--- config.mk ---
export PLATFORM = sky130hd
export DESIGN_NAME = sd_ram_bridge
export DESIGN_NICKNAME = d
export VERILOG_FILES = /design/src/rtl/sd_ram_bridge_pkg.sv /design/src/rtl/bridge_timeout_cnt.sv /design/src/rtl/sd_ram_bridge.sv
export SDC_FILE = /design/constraint.sdc
export NUM_CORES = 1
export LEC_CHECK = 0
export CAP_MARGIN = 20
export CORE_MARGIN = 2
export CORE_UTILIZATION = 34
export CTS_BUF_LIST = sky130_fd_sc_hd__clkbuf_2
export DETAILED_ROUTE_END_ITERATION = 10
export PLACE_DENSITY = 0.68
export SLEW_MARGIN = 20
export SYNTH_ARGS = -nofsm -noshare
export SYNTH_HDL_FRONTEND = slang
export SYNTH_SLANG_ARGS = --single-unit
--- constraint.sdc ---
create_clock -name CLK -period 5.6 [get_ports CLK]
set_input_delay 1.12 -clock CLK [delete_from_list [all_inputs] [get_ports CLK]]
set_output_delay 1.12 -clock CLK [all_outputs]
set_load 0.02 [all_outputs]
--- src/rtl/sd_ram_bridge_pkg.sv ---
// rtl/sd_ram_bridge_pkg.sv - shared state encodings, timeout default and counter sizing
package sd_ram_bridge_pkg;

    localparam int DEFAULT_TIMEOUT = 255;

    typedef enum logic [1:0] {
        ST_IDLE   = 2'd0,
        ST_REQ    = 2'd1,
        ST_WAIT_R = 2'd2,
        ST_ERR    = 2'd3
    } bridge_state_t;

    // Bits needed to hold 0..t; never less than one bit.
    function automatic int cnt_width(input int t);
        return (t < 1) ? 1 : $clog2(t + 1);
    endfunction

endpackage

--- src/rtl/bridge_timeout_cnt.sv ---
// rtl/bridge_timeout_cnt.sv - saturating wait counter that flags the last allowed cycle
module bridge_timeout_cnt
    import sd_ram_bridge_pkg::*;
#(
    parameter int TIMEOUT = DEFAULT_TIMEOUT,
    parameter int CNT_W   = cnt_width(TIMEOUT)
) (
    input  logic             CLK,
    input  logic             rst_L,
    input  logic             clear,
    input  logic             enable,
    output logic [CNT_W-1:0] count,
    output logic             expired
);

    localparam logic [CNT_W:0] LIMIT = (CNT_W + 1)'(TIMEOUT);
    localparam logic [CNT_W:0] ONE   = (CNT_W + 1)'(1);

    logic [CNT_W-1:0] r_count;
    logic [CNT_W:0]   w_next;

    assign w_next = {1'b0, r_count} + ONE;

    // Count cycles spent waiting; stick at the limit instead of wrapping.
    always_ff @(posedge CLK or negedge rst_L) begin
        if (!rst_L) begin
            r_count <= '0;
        end else if (clear) begin
            r_count <= '0;
        end else if (enable && ({1'b0, r_count} < LIMIT)) begin
            r_count <= w_next[CNT_W-1:0];
        end
    end

    // Expired on the cycle whose increment makes the count reach the limit,
    // so the owner leaves its wait state exactly as the count hits TIMEOUT.
    assign expired = enable && !clear && (w_next >= LIMIT);
    assign count   = r_count;

endmodule

--- src/rtl/sd_ram_bridge.sv ---
// rtl/sd_ram_bridge.sv - host request to memory req/gnt/rvalid bridge with timeout and error flags
module sd_ram_bridge
    import sd_ram_bridge_pkg::*;
#(
    parameter int TIMEOUT = DEFAULT_TIMEOUT
) (
    input  logic        CLK,
    input  logic        rst_L,
    input  logic        hst_rd_en,
    input  logic        hst_wr_en,
    input  logic [63:0] hst_addr,
    input  logic [31:0] hst_wdata,
    input  logic        err_clr,
    output logic [31:0] hst_rdata,
    output logic        hst_stop,
    output logic        rd_done,
    output logic        mem_req,
    output logic        mem_we,
    output logic [63:0] mem_addr,
    output logic [31:0] mem_wdata,
    input  logic        mem_gnt,
    input  logic        mem_rvalid,
    input  logic [31:0] mem_rdata,
    output logic        err_timeout,
    output logic        err_align,
    output logic        err_overrun
);

    localparam int CNT_W = cnt_width(TIMEOUT);

    bridge_state_t r_state;
    logic [63:0]   r_addr;
    logic [31:0]   r_wdata;
    logic          r_we;
    logic [31:0]   r_rdata;
    logic          r_mem_req;
    logic          r_hst_stop;
    logic          r_rd_done;
    logic          r_err_timeout;
    logic          r_err_align;
    logic          r_err_overrun;

    logic             w_host_any;
    logic             w_one_op;
    logic             w_accept;
    logic             w_cnt_clear;
    logic             w_cnt_enable;
    logic             w_expired;
    logic [CNT_W-1:0] w_count;
    logic             w_unused_count;

    assign w_host_any = hst_rd_en | hst_wr_en;
    assign w_one_op   = hst_rd_en ^ hst_wr_en;
    assign w_accept   = (r_state == ST_IDLE) && w_one_op && (hst_addr[1:0] == 2'b00);

    // Restart the wait counter whenever REQ or WAIT_R is entered.
    assign w_cnt_clear  = w_accept || ((r_state == ST_REQ) && mem_gnt && !r_we);
    assign w_cnt_enable = (r_state == ST_REQ) || (r_state == ST_WAIT_R);
    assign w_unused_count = ^w_count;

    bridge_timeout_cnt #(
        .TIMEOUT (TIMEOUT),
        .CNT_W   (CNT_W)
    ) u_timeout_cnt (
        .CLK     (CLK),
        .rst_L   (rst_L),
        .clear   (w_cnt_clear),
        .enable  (w_cnt_enable),
        .count   (w_count),
        .expired (w_expired)
    );

    // Bridge FSM with all host and memory outputs registered.
    always_ff @(posedge CLK or negedge rst_L) begin
        if (!rst_L) begin
            r_state       <= ST_IDLE;
            r_addr        <= '0;
            r_wdata       <= '0;
            r_we          <= 1'b0;
            r_rdata       <= '0;
            r_mem_req     <= 1'b0;
            r_hst_stop    <= 1'b0;
            r_rd_done     <= 1'b0;
            r_err_timeout <= 1'b0;
            r_err_align   <= 1'b0;
            r_err_overrun <= 1'b0;
        end else begin
            r_rd_done   <= 1'b0;
            r_err_align <= 1'b0;
            case (r_state)
                ST_IDLE: begin
                    if (w_accept) begin
                        r_addr     <= hst_addr;
                        r_wdata    <= hst_wdata;
                        r_we       <= hst_wr_en;
                        r_mem_req  <= 1'b1;
                        r_hst_stop <= 1'b1;
                        r_state    <= ST_REQ;
                    end else if (w_host_any) begin
                        // Both enables together, or a misaligned single request.
                        r_err_align <= 1'b1;
                    end
                end
                ST_REQ: begin
                    if (w_host_any) begin
                        r_err_overrun <= 1'b1;
                    end
                    if (mem_gnt) begin
                        r_mem_req <= 1'b0;
                        if (r_we) begin
                            r_hst_stop <= 1'b0;
                            r_state    <= ST_IDLE;
                        end else begin
                            r_state <= ST_WAIT_R;
                        end
                    end else if (w_expired) begin
                        r_mem_req     <= 1'b0;
                        r_err_timeout <= 1'b1;
                        r_state       <= ST_ERR;
                    end
                end
                ST_WAIT_R: begin
                    if (w_host_any) begin
                        r_err_overrun <= 1'b1;
                    end
                    if (mem_rvalid) begin
                        r_rdata    <= mem_rdata;
                        r_rd_done  <= 1'b1;
                        r_hst_stop <= 1'b0;
                        r_state    <= ST_IDLE;
                    end else if (w_expired) begin
                        r_err_timeout <= 1'b1;
                        r_state       <= ST_ERR;
                    end
                end
                ST_ERR: begin
                    if (err_clr) begin
                        r_err_timeout <= 1'b0;
                        r_err_overrun <= 1'b0;
                        r_hst_stop    <= 1'b0;
                        r_state       <= ST_IDLE;
                    end else if (w_host_any) begin
                        r_err_overrun <= 1'b1;
                    end
                end
                default: begin
                    r_mem_req  <= 1'b0;
                    r_hst_stop <= 1'b0;
                    r_state    <= ST_IDLE;
                end
            endcase
        end
    end

    assign hst_rdata   = r_rdata;
    assign hst_stop    = r_hst_stop;
    assign rd_done     = r_rd_done;
    assign mem_req     = r_mem_req;
    assign mem_we      = r_we;
    assign mem_addr    = r_addr;
    assign mem_wdata   = r_wdata;
    assign err_timeout = r_err_timeout;
    assign err_align   = r_err_align;
    assign err_overrun = r_err_overrun;

endmodule
# After elaboration in Yosys (flattened, before gate mapping)
# Index checks and enable logic that the tools add are counted.
dict set report totals {
  ff_bits 145
  inputBits 135
  wordCells 82
}
dict set report classes {
  addsub 1
  order_cmp 2
  n_eq_ne 11
  muxes 30
  bitwise 2
  n_reduce_logical 24
}
# operator n
set op_table {}
lappend op_table {{$mux 1} 17}
lappend op_table {{$mux 8} 2}
lappend op_table {{$ne 2x2->1 const B} 7}
lappend op_table {{$mux 2} 6}
lappend op_table {{$add 8x1->9 const B} 1}
lappend op_table {{$ge 9x8->1 const B} 1}
lappend op_table {{$lt 8x8->1 const B} 1}
lappend op_table {{$pmux 2 s4} 1}
lappend op_table {{$logic_and 1x1->1} 7}
lappend op_table {{$reduce_and 2->1} 3}
lappend op_table {{$reduce_bool 2->1} 3}
lappend op_table {{$reduce_and 5->1} 1}
lappend op_table {{$eq 2x2->1 const B} 2}
lappend op_table {{$logic_not 2->1} 2}
lappend op_table {{$pmux 1 s2} 2}
lappend op_table {{$pmux 1 s4} 1}
lappend op_table {{$reduce_and 4->1} 1}
lappend op_table {{$ne 3x2->1 const B} 1}
lappend op_table {{$pmux 1 s3} 1}
lappend op_table {{$reduce_and 3->1} 1}
lappend op_table {{$reduce_bool 3->1} 1}
lappend op_table {{$eq 2x1->1 const B} 1}
lappend op_table {{$logic_not 1->1} 2}
lappend op_table {{$logic_or 1x1->1} 2}
lappend op_table {{3 further kinds} 3}

# Logic depth before layout (Yosys ltp)
dict set report depth {
  word_depth 10
  depth_mapped 9
}

# Cells and area by module
# From an unflattened synthesis, not the netlist that was laid out.
dict set report unflattened {
  cells_unflattened 389
  area_unflattened_um2 5918.2
}
# mod n_inst cells_per_inst area_per_inst_um2 seq_area_each_um2
set modules_own_cells {}
lappend modules_own_cells {sd_ram_bridge 1 327 5358.9 3428.3}
lappend modules_own_cells {bridge_timeout_cnt 1 62 559.3 200.2}

# Worst setup path before layout
# OpenSTA, ideal clock, no wires.
dict set report synth_path {
  kind {input port to flip-flop}
  startpoint {input hst_rd_en}
  endpoint {register r_addr[45] (netlist: mem_addr[45])}
  t_arrival_ns 2.839
  path_slack_ns 2.637
  cell_stages 8
  path_buffers 3
  path_cell_list {inv_1 -> ha_1 -> or3b_1 -> buf_2 -> nor2_2 -> buf_2 -> buf_2 -> mux2_2}
}
dict set report synth_between {
  elab_chain_cells 4
}
# item line
set synth_rtl {}
lappend synth_rtl {{from (decl)} sd_ram_bridge.sv:9} ;# input logic hst_rd_en,
lappend synth_rtl {{$xor 1x1->1} sd_ram_bridge.sv:53} ;# assign w_one_op = hst_rd_en ^ hst_wr_en;
lappend synth_rtl {{$logic_and 1x1->1 (2 in series)} sd_ram_bridge.sv:54} ;# assign w_accept = (r_state == ST_IDLE) && w_one_op && (hst_addr[1:0] == 2'b00);
lappend synth_rtl {{$reduce_and 2->1 (no line)} n/a}
lappend synth_rtl {{to (signal assigned)} sd_ram_bridge.sv:93} ;# r_addr <= hst_addr;
lappend synth_rtl {{to (decl)} sd_ram_bridge.sv:32} ;# logic [63:0] r_addr;
# Every way passes these cells.
# A chain may end at the register's enable or synchronous reset.

# Worst setup path after layout
dict set report layout_path {
  startpoint {input hst_wr_en}
  endpoint {register r_err_timeout (netlist: err_timeout)}
}
dict set report layout_between {
  elab_chain_cells 10
  word_cells_on_any_way 11
  cone_classes {mux (4); bitwise (1); reduce/logical (6)}
}
# item line
set layout_rtl {}
lappend layout_rtl {{from (decl)} sd_ram_bridge.sv:10} ;# input logic hst_wr_en,
lappend layout_rtl {{$xor 1x1->1 (*)} sd_ram_bridge.sv:53}
lappend layout_rtl {{$logic_and 1x1->1 (*) (2 in series)} sd_ram_bridge.sv:54}
lappend layout_rtl {{$logic_or 1x1->1 (*)} sd_ram_bridge.sv:57} ;# assign w_cnt_clear = w_accept || ((r_state == ST_REQ) && mem_gnt && !r_we);
lappend layout_rtl {{$logic_not 1->1 (*)} bridge_timeout_cnt.sv:37} ;# assign expired = enable && !clear && (w_next >= LIMIT);
lappend layout_rtl {{$logic_and 1x1->1 (*) (2 in series)} bridge_timeout_cnt.sv:37}
lappend layout_rtl {{$mux 1 (*)} n/a}
lappend layout_rtl {{$mux 1, on equally long branches} n/a}
lappend layout_rtl {{$pmux 1 s3 (*)} n/a}
lappend layout_rtl {{to (signal assigned)} sd_ram_bridge.sv:84} ;# r_err_timeout <= 1'b0;
lappend layout_rtl {{to (signal assigned)} sd_ram_bridge.sv:118} ;# r_err_timeout <= 1'b1;
lappend layout_rtl {{to (signal assigned)} sd_ram_bridge.sv:132} ;# r_err_timeout <= 1'b1;
lappend layout_rtl {{to (decl)} sd_ram_bridge.sv:39} ;# logic r_err_timeout;
# Mark *: on every way between the ends. The rest lies on a longest branch, timed or not. The select of a mux whose other input is x is not followed.

==> impl_metrics.ini <==
[status]
status = completed

[cells_and_area]
nets = 801
diodes = 0
multiInputGateArea_sq_um = 2000
nFillCells = 1405
utilization = 0.539
synthToLayoutAreaGrowth_pct = 55.1
ff_latch_area_sq_um = 3630
drive_gt1_frac = 0.249

[clock_network]
clock_latency_ns = 0.68
post-cts-setup-buffers = 0
htree_levels = 4
clkSinkCount = 145
cts_tree = yes
cts_hold_buf = 0
clk_pin_slew_ns = 0.20
cts-root-buf = clkbuf_2
cts_buffer_depth = 2
numCtsBuffers = 17
cts_resized = 0

[timing]
finalCritPeriodShare = 0.532
setup_viol = 0
finClkSkew_ns = 0.0276
fin_tns_setup_ns = 0
min_period_ns = 2.98
max_slew_margin = 0.423
fmax_mhz = 335
rsz0062_at_grt = no
finalHoldViolCount = 0
worst_pin_slew_ns = 0.866
maxSlewViolCount = 0

[power]
power_density_nw_per_um2 = 543
total_power_mw = 4.84
p_leak_nw = 3.75
vdd_drop_max_mv = 0.253

[detailed_routing]
drt_iter0_drc = 75
vias = 4116
drt-wirelength-per-cell_um = 16.5
routed_wl_um = 14700
viasPerCell = 4.62
drc = 0
firstDrtPassIters = 4
ant_nets = 0

[place]
portBuffers = 269
gp_congestion = 0.760
dp_hpwl_um = 10800

[yosys]
syn_area_per_cell_sq_um = 15.0
synth-edff-count = 0
yosysMostFrequentCell = dfrtp_1
synth_top_area_frac = 0.632
synth_cells = 384
ys_top_cells_by_count = 145 x dfrtp_1, 126 x mux2_2, 16 x nor2_1
ys_top_cells_by_area = dfrtp_1 63%, mux2_2 25%, ha_1 1.5%, buf_2 1.1%, nor2_1 1.0%
synth_seq_cells = 145
synth_cell_type_count = 43
synth_flop_cell = dfrtp_1
syn_nets = 526
yosysSeqAreaShare = 0.632
yosysWarnings = 0
synth_area_leader_cell = dfrtp_1
async_flop_share = 1.00
syn_area_sq_um = 5740

[floorplan]
die_y_um = 134
start_util = 0.347
io_pins = 270
rows = 47
die_area_sq_um = 17900
die_w_um = 134
core_area_sq_um = 16500

[critical_path]
cp.required_ns = 6.18
crit_fanout = 10
cp-start-kind = input port
startpoint = hst_wr_en
critPathKind = input port to register
worstSetupEndpointType = register
cp.arrival_ns = 3.56
r2r_start = r_state[0]

[global_route]
grt_pass1_wl_um = 22700
groute.usage.overall = 0.163
gr-total-overflow = 0
grt_antenna_before_repair = 0
grt_max_degree = 112
first_global_vias = 4328

[hold_path]
hp-class = register to register
min_from = mem_addr[58]

[job]
cap_viol_max_count = 0
[cells by family (layout without fill, tap and decap cells)]
logic type / after synthesis / in the layout / synth area share
DFF: 145 / 145 / 0.632
muxes: 127 / 127 / 0.249
and+or+nand+nor: 47 / 47 / 0.0394
buffers and inverters: 28 / 314 / 0.0211
AOI/OAI and AO/OA: 22 / 22 / 0.0309
xor gates and xnor gates: 8 / 8 / 0.0122
adders and majority gates: 7 / 7 / 0.0153
[through the flow]
| stage | setup WS [ns] | instance area [sq um] | hold WS (ns) | cells |
|---|---|---|---|---|
| 2_1_floorplan | 2.64 | 5740 | 0.519 | 384 |
| 3_3_place_gp | 1.97 | 8670 | 0.479 | 860 |
| 3_5_place_dp | 1.93 | 8670 | 0.483 | 860 |
| 4_1_cts | 2.63 | 8900 | 0.528 | 890 |
| 5_1_grt | 2.58 | 8910 | 0.499 | 890 |
| 6_report | 2.62 | 8910 | 0.522 | 890 |
[cell usage in the layout (no fill, tap or decap), drive strengths merged, types with 2 or more instances in the layout]
master,netlist,routed
a31oi,2,2
mux2,127,127
buf,13,4
clkbuf,4,21
xnor2,3,3
ha,7,7
o21ai,2,2
nor3,2,2
and3,2,2
o21bai,2,2
clkdlybuf4s50,0,268
xor2,5,5
nor2b,3,3
bufinv,0,3
nand2,13,13
dfrtp,145,145
nand4,2,2
a21oi,4,4
inv,11,11
nor2,17,17
clkinv,0,6
[worst max-delay path, stage by stage]
cell and delay, ns:
clkdlybuf4s50_1 0.47, inv_1 0.05, ha_1 0.25, or3b_1 0.38, o21bai_4 0.16, or3_1 0.40
o32a_1 0.42, o41ai_2 0.31
[power breakdown]
group / leakage [nW] / internal, mW / switching [mW]
logic: 1.84 / 1.30 / 1.12
registers: 1.75 / 1.53 / 0.266
clock network: 0.150 / 0.249 / 0.372
total: 3.75 / 3.07 / 1.76
[metal layers]
| metal | GRT usage | up-vias | routed length (um) |
|---|---|---|---|
| met1 | 0.182 | 1998 | 5620 |
| li1 | - | 1895 | - |
| met4 | 0.0567 | 0 | 316 |
| met2 | 0.273 | 200 | 7240 |
| met5 | 0 | - | 0 |
| met3 | 0.0797 | 23 | 1500 |
[area by class of cell]
cell class,instances,share of cell area
inverter,11,0.00464
tap,220,0.0309
clock buffer,20,0.0112
sequential,145,0.407
multi-input combinational,211,0.224
clock inverter,10,0.0156
timing repair buffer,273,0.306
[sequential cells by signal, summed over array words and instances, names as in the netlist, 2 cells and up]
register and flops:
r_state 2, hst_rdata 32, u_timeout_cnt.count 8, mem_wdata 32, mem_addr 64
[path summary, 6_finish.rpt]
path	end	slack [ns]	cells after the start
worst max-delay path	err_timeout	2.62	8
worst min-delay path	mem_addr[58]	0.52	1
worst max register to register	err_timeout	3.14	7
worst min register to register	mem_addr[58]	0.52	1
max in group asynchronous	hst_rdata[23]	4.02	2
min in group asynchronous	mem_req	0.53	1
Power figures use the tool's default switching activity.
